[config.mk]
export PLATFORM = sky130hd
export DESIGN_NAME = reg_cmd_decoder
export DESIGN_NICKNAME = d
export VERILOG_FILES = /design/src/rtl/reg_cmd_decoder.sv
export SDC_FILE = /design/constraint.sdc
export NUM_CORES = 1
export LEC_CHECK = 0
export CORE_MARGIN = 2
export CORE_UTILIZATION = 23
export DETAILED_ROUTE_END_ITERATION = 8
export DONT_BUFFER_PORTS = 1
export GPL_TIMING_DRIVEN = 0
export SLEW_MARGIN = 10
export SYNTH_ARGS = -nofsm -noshare
export SYNTH_HDL_FRONTEND = slang
export SYNTH_SLANG_ARGS = --single-unit
[constraint.sdc]
create_clock -name CLK -period 2.3 [get_ports CLK]
set_clock_uncertainty 0.2 [all_clocks]
set_input_delay 0.115 -clock CLK [delete_from_list [all_inputs] [get_ports CLK]]
set_output_delay 0.115 -clock CLK [all_outputs]
set_load 0.05 [all_outputs]
[src/rtl/reg_cmd_decoder.sv]
// Byte-stream command decoder: frames from a UART RX path become register-file
// writes/reads and ALU start pulses. One command in flight; every output is registered.
module reg_cmd_decoder #(
    parameter int               WIDTH   = 8,
    parameter int               ADDR    = 4,
    parameter int               TIMEOUT = 1024,
    parameter logic [WIDTH-1:0] CMD_WR  = 8'hAA,
    parameter logic [WIDTH-1:0] CMD_RD  = 8'hBB,
    parameter logic [WIDTH-1:0] CMD_ALU = 8'hCC
) (
    input  logic             CLK,
    input  logic             RST,
    input  logic [WIDTH-1:0] RX_DATA,
    input  logic             RX_VLD,
    input  logic [WIDTH-1:0] RdData,
    output logic             WrEn,
    output logic             RdEn,
    output logic [ADDR-1:0]  Address,
    output logic [WIDTH-1:0] WrData,
    output logic             CONTROL_EN,
    output logic [WIDTH-1:0] RD_OUT,
    output logic             RD_OUT_VLD,
    output logic             BUSY,
    output logic             FRM_ERR
);

    localparam int CW = $clog2(TIMEOUT + 1);

    typedef enum logic [3:0] {
        S_IDLE, S_W_ADDR, S_W_DATA, S_R_ADDR, S_A_OPA, S_A_OPB,
        S_WR_EXEC, S_RD_EXEC, S_RD_WAIT, S_RD_CAP, S_ALU_WA, S_ALU_WB, S_ALU_GO
    } state_t;

    state_t           r_state, w_state_nxt;
    logic [CW-1:0]    r_cnt, w_cnt_nxt;
    logic [ADDR-1:0]  r_addr, w_addr_nxt;
    logic [WIDTH-1:0] r_opa, w_opa_nxt;
    logic [WIDTH-1:0] r_opb, w_opb_nxt;
    logic             r_wr_en, w_wr_en;
    logic             r_rd_en, w_rd_en;
    logic [ADDR-1:0]  r_address, w_address;
    logic [WIDTH-1:0] r_wr_data, w_wr_data;
    logic             r_ctrl_en, w_ctrl_en;
    logic [WIDTH-1:0] r_rd_out, w_rd_out;
    logic             r_rd_vld, w_rd_vld;
    logic             r_frm_err, w_frm_err;
    logic             w_addr_ok;
    logic             w_tmo;

    assign w_addr_ok = (RX_DATA[WIDTH-1:ADDR] == '0);
    assign w_tmo     = (r_cnt == CW'(TIMEOUT - 1));

    // Next-state and next-output decode; idle frame states share the timeout branch.
    always_comb begin
        w_state_nxt = r_state;
        w_cnt_nxt   = '0;
        w_addr_nxt  = r_addr;
        w_opa_nxt   = r_opa;
        w_opb_nxt   = r_opb;
        w_wr_en     = 1'b0;
        w_rd_en     = 1'b0;
        w_address   = r_address;
        w_wr_data   = r_wr_data;
        w_ctrl_en   = 1'b0;
        w_rd_out    = r_rd_out;
        w_rd_vld    = 1'b0;
        w_frm_err   = 1'b0;
        case (r_state)
            S_IDLE: begin
                if (RX_VLD && RX_DATA == CMD_WR) begin
                    w_state_nxt = S_W_ADDR;
                end else if (RX_VLD && RX_DATA == CMD_RD) begin
                    w_state_nxt = S_R_ADDR;
                end else if (RX_VLD && RX_DATA == CMD_ALU) begin
                    w_state_nxt = S_A_OPA;
                end else begin
                    w_state_nxt = S_IDLE;
                end
            end
            S_W_ADDR, S_R_ADDR: begin
                if (RX_VLD && !w_addr_ok) begin
                    w_state_nxt = S_IDLE;
                    w_frm_err   = 1'b1;
                end else if (RX_VLD && r_state == S_W_ADDR) begin
                    w_addr_nxt  = RX_DATA[ADDR-1:0];
                    w_state_nxt = S_W_DATA;
                end else if (RX_VLD) begin
                    w_rd_en     = 1'b1;
                    w_address   = RX_DATA[ADDR-1:0];
                    w_state_nxt = S_RD_EXEC;
                end else if (w_tmo) begin
                    w_state_nxt = S_IDLE;
                    w_frm_err   = 1'b1;
                end else begin
                    w_cnt_nxt = r_cnt + CW'(1);
                end
            end
            S_W_DATA, S_A_OPA, S_A_OPB: begin
                if (RX_VLD && r_state == S_W_DATA) begin
                    w_wr_en     = 1'b1;
                    w_address   = r_addr;
                    w_wr_data   = RX_DATA;
                    w_state_nxt = S_WR_EXEC;
                end else if (RX_VLD && r_state == S_A_OPA) begin
                    w_opa_nxt   = RX_DATA;
                    w_state_nxt = S_A_OPB;
                end else if (RX_VLD) begin
                    w_opb_nxt   = RX_DATA;
                    w_wr_en     = 1'b1;
                    w_address   = ADDR'(0);
                    w_wr_data   = r_opa;
                    w_state_nxt = S_ALU_WA;
                end else if (w_tmo) begin
                    w_state_nxt = S_IDLE;
                    w_frm_err   = 1'b1;
                end else begin
                    w_cnt_nxt = r_cnt + CW'(1);
                end
            end
            // Execution states run to completion; a byte arriving here is dropped and flagged.
            S_WR_EXEC: begin
                w_frm_err   = RX_VLD;
                w_state_nxt = S_IDLE;
            end
            S_RD_EXEC: begin
                w_frm_err   = RX_VLD;
                w_state_nxt = S_RD_WAIT;
            end
            S_RD_WAIT: begin
                w_frm_err   = RX_VLD;
                w_rd_out    = RdData;
                w_rd_vld    = 1'b1;
                w_state_nxt = S_RD_CAP;
            end
            S_RD_CAP: begin
                w_frm_err   = RX_VLD;
                w_state_nxt = S_IDLE;
            end
            S_ALU_WA: begin
                w_frm_err   = RX_VLD;
                w_wr_en     = 1'b1;
                w_address   = ADDR'(1);
                w_wr_data   = r_opb;
                w_state_nxt = S_ALU_WB;
            end
            S_ALU_WB: begin
                w_frm_err   = RX_VLD;
                w_ctrl_en   = 1'b1;
                w_state_nxt = S_ALU_GO;
            end
            S_ALU_GO: begin
                w_frm_err   = RX_VLD;
                w_state_nxt = S_IDLE;
            end
            default: begin
                w_state_nxt = S_IDLE;
            end
        endcase
    end

    // State, frame context and registered outputs.
    always_ff @(posedge CLK) begin
        if (RST) begin
            r_state   <= S_IDLE;
            r_cnt     <= '0;
            r_addr    <= '0;
            r_opa     <= '0;
            r_opb     <= '0;
            r_wr_en   <= 1'b0;
            r_rd_en   <= 1'b0;
            r_address <= '0;
            r_wr_data <= '0;
            r_ctrl_en <= 1'b0;
            r_rd_out  <= '0;
            r_rd_vld  <= 1'b0;
            r_frm_err <= 1'b0;
            BUSY      <= 1'b0;
        end else begin
            r_state   <= w_state_nxt;
            r_cnt     <= w_cnt_nxt;
            r_addr    <= w_addr_nxt;
            r_opa     <= w_opa_nxt;
            r_opb     <= w_opb_nxt;
            r_wr_en   <= w_wr_en;
            r_rd_en   <= w_rd_en;
            r_address <= w_address;
            r_wr_data <= w_wr_data;
            r_ctrl_en <= w_ctrl_en;
            r_rd_out  <= w_rd_out;
            r_rd_vld  <= w_rd_vld;
            r_frm_err <= w_frm_err;
            BUSY      <= (w_state_nxt != S_IDLE);
        end
    end

    assign WrEn       = r_wr_en;
    assign RdEn       = r_rd_en;
    assign Address    = r_address;
    assign WrData     = r_wr_data;
    assign CONTROL_EN = r_ctrl_en;
    assign RD_OUT     = r_rd_out;
    assign RD_OUT_VLD = r_rd_vld;
    assign FRM_ERR    = r_frm_err;

endmodule

## Word-level counts from Yosys, hierarchy flattened

Cells that the tools add are included.

- Add/sub/neg operators: 1
- Equal/unequal tests: 21
- Mux-type cells: 42
- Bitwise logic cells: 4
- Reduce and logical (&&, ||, !) cells: 22

Operator list:

| operator | number |
|---|---|
| 11-bit 2-to-1 mux | 6 |
| 4-bit 2-to-1 mux | 13 |
| 4-bit case mux with 7 select lines | 1 |
| 8-bit equality test, second input constant | 3 |
| 8-bit 2-to-1 mux | 3 |
| 11-bit case mux with 2 select lines | 1 |
| 4-bit equality test, second input constant | 5 |
| 4-bit by 3-bit equality test with 1-bit output, second input constant | 4 |
| 8-bit case mux with 2 select lines | 1 |
| 4-bit case mux with 3 select lines | 1 |
| 11-bit by 1-bit adder with 11-bit output, second input constant | 1 |
| 11-bit by 10-bit equality test with 1-bit output, second input constant | 1 |
| 1-bit 2-to-1 mux | 11 |
| 3-bit 2-to-1 mux | 3 |
| 3-bit AND reduction | 3 |
| 4-bit by 2-bit equality test with 1-bit output, second input constant | 2 |
| 4-bit zero test | 2 |
| 1-bit logical AND | 7 |
| 7-bit OR reduction | 1 |
| 2-bit != test, second input constant | 3 |
| 3-bit != test, second input constant | 2 |
| 6-bit AND reduction | 1 |
| 4-bit by 1-bit equality test with 1-bit output, second input constant | 1 |
| 1-bit inverter | 4 |
| 10 further kinds | 10 |

- Flip-flop bits (word level): 61
- Input port bits: 19
- Output and inout bits: 26
- Word-level logic and storage cells: 104

## Logic depth before layout (Yosys ltp)

- Depth after elaboration: 7
- Depth in mapped cells: 8
- Depth with buffers taken out: 6

## Worst setup path before layout

Ideal clock, no wire load.

- Kind: flip-flop to flip-flop
- From: register r_cnt[0]
- To: register BUSY
- Setup time: 0.135 ns
- Data arrival time: 1.850 ns
- Required time: 1.965 ns
- Path slack: 0.116 ns
- Stages on the path, launching flop included: 8
- Path buffers: 1
- Clock period less this slack: 2.184 ns
- Cell sequence: dfxtp_1 > ha_1 > and3_1 > buf_2 > nand4_2 > a221o_1 > o211a_1 > or4_4

- Word-level cells in the longest chain between the ends: 7
- Elaborated cells on any way between the ends: 10
- Those cells by class: eq/ne: 1; mux: 8; reduce/logical: 1

Ends and longest elaborated chain:

| element | line | source |
|---|---|---|
| start, declared | 35 | `logic [CW-1:0] r_cnt, w_cnt_nxt;` |
| start signal, assigned | 180 | `r_cnt <= w_cnt_nxt;` |
| 11-bit by 10-bit equality test with 1-bit output (*) | 51 | `assign w_tmo = (r_cnt == CW'(TIMEOUT - 1));` |
| 4-bit 2-to-1 mux (*) | 91, 113 |  |
| 4-bit 2-to-1 mux (on tied branches) | 107, 87 |  |
| 4-bit 2-to-1 mux (on tied branches) | 104, 84 |  |
| 4-bit 2-to-1 mux (on tied branches) | 99, 81 |  |
| 4-bit case mux with 7 select lines (*) | 68 | `case (r_state)` |
| 4-bit nonzero test (*) | 192 | `BUSY <= (w_state_nxt != S_IDLE);` |
| end signal, assigned | 192 |  |
| end, declared | 23 | `output logic BUSY,` |

Every way passes the cells marked *; elsewhere a longest branch is shown, timed or not.
A chain may end at the register's enable or synchronous reset.

## Worst setup path in the final report

- From: register r_cnt[1]
- To: register BUSY

The elaborated chain is that of the path after synthesis.

==> results.py <==
metrics = {
    "run_status": {
        "status": "finished clean",
    },
    "placement": {
        "place_ws_ns": -0.0315,
        "numPortBuffers": 0,
        "place_congestion": 0.902,
        "dpl_cell_area_sq_um": 2980,
        "dp_hpwl_microns": 5050,
    },
    "die": {
        "start_util_pct": 23.4,
        "design.core.area_sq_um": 12000,
        "die-area_sq_um": 13100,
        "die_h_microns": 114,
        "ioPinCount": 45,
        "num_rows": 40,
        "die_w_microns": 114,
    },
    "grt": {
        "grt_pass1_wl_microns": 11500,
        "grt_usage_pct": 11.3,
        "grt_pass1_vias": 2270,
        "antenna_found_initial": 0,
        "grt_max_degree": 11,
        "globalRouteOverflowTotal": 0,
    },
    "min_path": {
        "holdPathStages": 3,
        "hold_path_end": "r_state[2]",
        "hp-class": "in2reg",
        "holdCritStartpoint": "RX_DATA[6]",
    },
    "logic_synthesis": {
        "ys_seq_area_share_pct": 43.6,
        "syn_avg_cell_area_sq_um": 8.86,
        "synth-edff-count": 0,
        "synthFlopType": "dfxtp_1",
        "syn_area_sq_um": 2800,
        "yosysUniqueCellTypes": 51,
        "syn_inst": 316,
        "syn-num-nets": 336,
        "yosys_warnings": 0,
        "synthArstFlopShare_pct": 0,
        "ys_ff_latch": 61,
    },
    "timing": {
        "slew_headroom_pct": 55.6,
        "min_period_ns": 2.25,
        "rsz0062_at_grt": "yes",
        "finalSetupViolCount": 0,
        "worst_slew_pin_slew_ns": 0.664,
        "hold_ws_ns": 0.0139,
        "post-route-period-util_pct": 97.9,
        "fmax_mhz": 444,
        "finalHoldViolations": 0,
        "timing.final.ws_setup_ns": 0.0490,
        "slew_violations": 0,
    },
    "detailed_routing": {
        "postRouteAntennaNets": 0,
        "first_iter_violations": 157,
        "dr.pass1.iters": 5,
        "via_count": 2457,
        "wl_microns": 7330,
        "via_per_inst": 4.94,
        "wl_per_cell_microns": 14.7,
        "drc_errors": 0,
    },
    "setup_path": {
        "r2r-end": "BUSY",
        "crit_type": "reg2reg",
        "r2r_start": "r_cnt[1]",
        "critPathLaunchType": "flip-flop",
        "rr_worst_depth": 7,
        "ff2ff_setup_slack_ns": 0.05,
        "arrival_ns": 2.24,
        "cp-end-kind": "flip-flop",
        "cp_max_fo": 6,
        "required_ns": 2.29,
    },
    "final_layout": {
        "area_delta_synth_final_pct": 24.6,
        "utilization_pct": 29.2,
        "fin_area_sq_um": 3490,
        "antenna_cells": 0,
        "nNetsFinal": 365,
        "layout-drive-gt1-share_pct": 10.6,
    },
    "clock_network": {
        "cts_tree": "built",
        "htreeDepth": 3,
        "insertion_delay_ns": 0.32,
        "cts_buffer_depth": 2,
        "numCtsBuffers": 9,
        "cts_setup_buffers": 0,
        "ctsRootBufferMaster": "clkbuf_16",
        "clock-sinks": 61,
        "cts.clk_slew.worst_paths_ns": 0.05,
    },
    "pwr": {
        "p_per_area_nw_per_um2": 708,
        "irDropWorstVdd_mv": 0.338,
        "leakage_uw": 0.00131,
    },
    "run": {
        "max-cap-violations": 0,
    },
}
-- logic make-up (layout without fill, tap and decap cells) --
kind of cell	Yosys count	after routing	share of synthesized area, %
AO/OA/AOI/OAI	58	58	14.9
XOR/XNOR	9	9	2.82
adder cells (fa/ha/maj)	1	1	0.447
buffers and inverters	23	57	3.75
flip-flops	61	61	43.6
multiplexers	30	30	10.7
AND/OR/NAND/NOR	134	134	23.7
-- worst max-delay path by stage --
stage / startpoint / endpoint / slack, ns / cells after the start
6_report: r_cnt[1] / BUSY / 0.05 / 7
5_1_grt: r_cnt[1] / BUSY / -0.06 / 7
3_5_place_dp: r_cnt[0] / BUSY / -0.03 / 7
2_1_floorplan: r_cnt[0] / BUSY / 0.12 / 7
4_1_cts: r_cnt[0] / BUSY / 0.03 / 7
3_3_place_gp: r_cnt[0] / BUSY / -0.04 / 7
-- flip-flops by register name (all words and copies together), names as in the netlist --
register    count
RdEn            1
r_state         4
RD_OUT_VLD      1
r_opa           8
WrData          8
CONTROL_EN      1
r_cnt          11
r_opb           8
RD_OUT          8
Address         4
WrEn            1
BUSY            1
r_addr          4
FRM_ERR         1
-- worst max-delay path: stages (launching register included) --
cell     delay (ns)
dfxtp_1        0.34
ha_2           0.19
and3_1         0.16
buf_6          0.13
nand4_1        0.10
o311a_1        0.32
o21a_1         0.18
or4_4          0.52
-- cell usage after synthesis, drive strengths merged, types with 2 or more instances --
cell type	number	area share, %
a211o	8	2.5
a21oi	22	4.1
a221o	2	0.72
a221oi	5	1.6
a22oi	2	0.54
and3	4	0.94
buf	9	1.9
clkbuf	9	1.2
dfxtp	61	44
inv	5	0.67
mux2i	30	11
nand2	32	4.3
nand2b	5	1.1
nand3	7	1.3
nand4	6	1.6
nor2	51	7.1
nor2b	12	2.7
nor3	8	1.4
o211a	2	0.72
o21a	3	0.80
o21ai	3	0.54
o2bb2ai	2	0.63
o32ai	2	0.63
xnor2	4	1.3
xor2	5	1.6
-- layer usage --
layer	vias up	global-route usage, %	wire (microns)
met5	-	0	0
met2	109	17.8	3350
met4	0	4.31	75
met3	7	4.29	556
met1	1165	14.0	3350
li1	1176	-	-
-- what timing repair did --
| action | 4_1_cts | 5_1_grt |
|---|---|---|
| hold buffers | 18 | 0 |
| pin swaps | 1 | 1 |
| hold endpoints to repair | 39 | 0 |
| resized for setup | 4 | 8 |
| setup endpoints to repair | 1 | 20 |
-- power breakdown --
| group | switching (uW) | internal (uW) |
|---|---|---|
| Combinational | 51.2 | 35.6 |
| Clock | 459 | 864 |
| Sequential | 1.50 | 1060 |
-- cell type report --
| class | instances | area, sq um |
|---|---|---|
| well taps | 147 | 184 |
| flip-flops and latches | 61 | 1220 |
| clock buffers | 12 | 246 |
| repair buffers | 18 | 180 |
| inverters | 5 | 18.8 |
| clock inverters | 4 | 47.5 |
| multi-input cells | 232 | 1490 |
| fillers | 1232 | 8470 |
| plain buffers | 18 | 95.1 |
-- stage by stage --
step	total power, uW	cells	TNS [ns]
floorplan	1120	316	0
global placement	1130	463	-0.0424
detailed placement	1130	463	-0.0315
CTS	2490	497	0
global route	2540	497	-0.0888
finish	2470	497	0
-- cell usage in the layout (no fill, tap or decap), types with 6 or more instances in the layout --
cell and count:
nand3_1 6, a21oi_1 21, nand2_1 32, dfxtp_1 60, nor3_1 7, dlygate4sd3_1 18, mux2i_1 30, nor2_1 50
clkbuf_1 9, nor2b_1 12, clkbuf_16 9, a211o_1 8
Power figures use the tool's default switching activity.
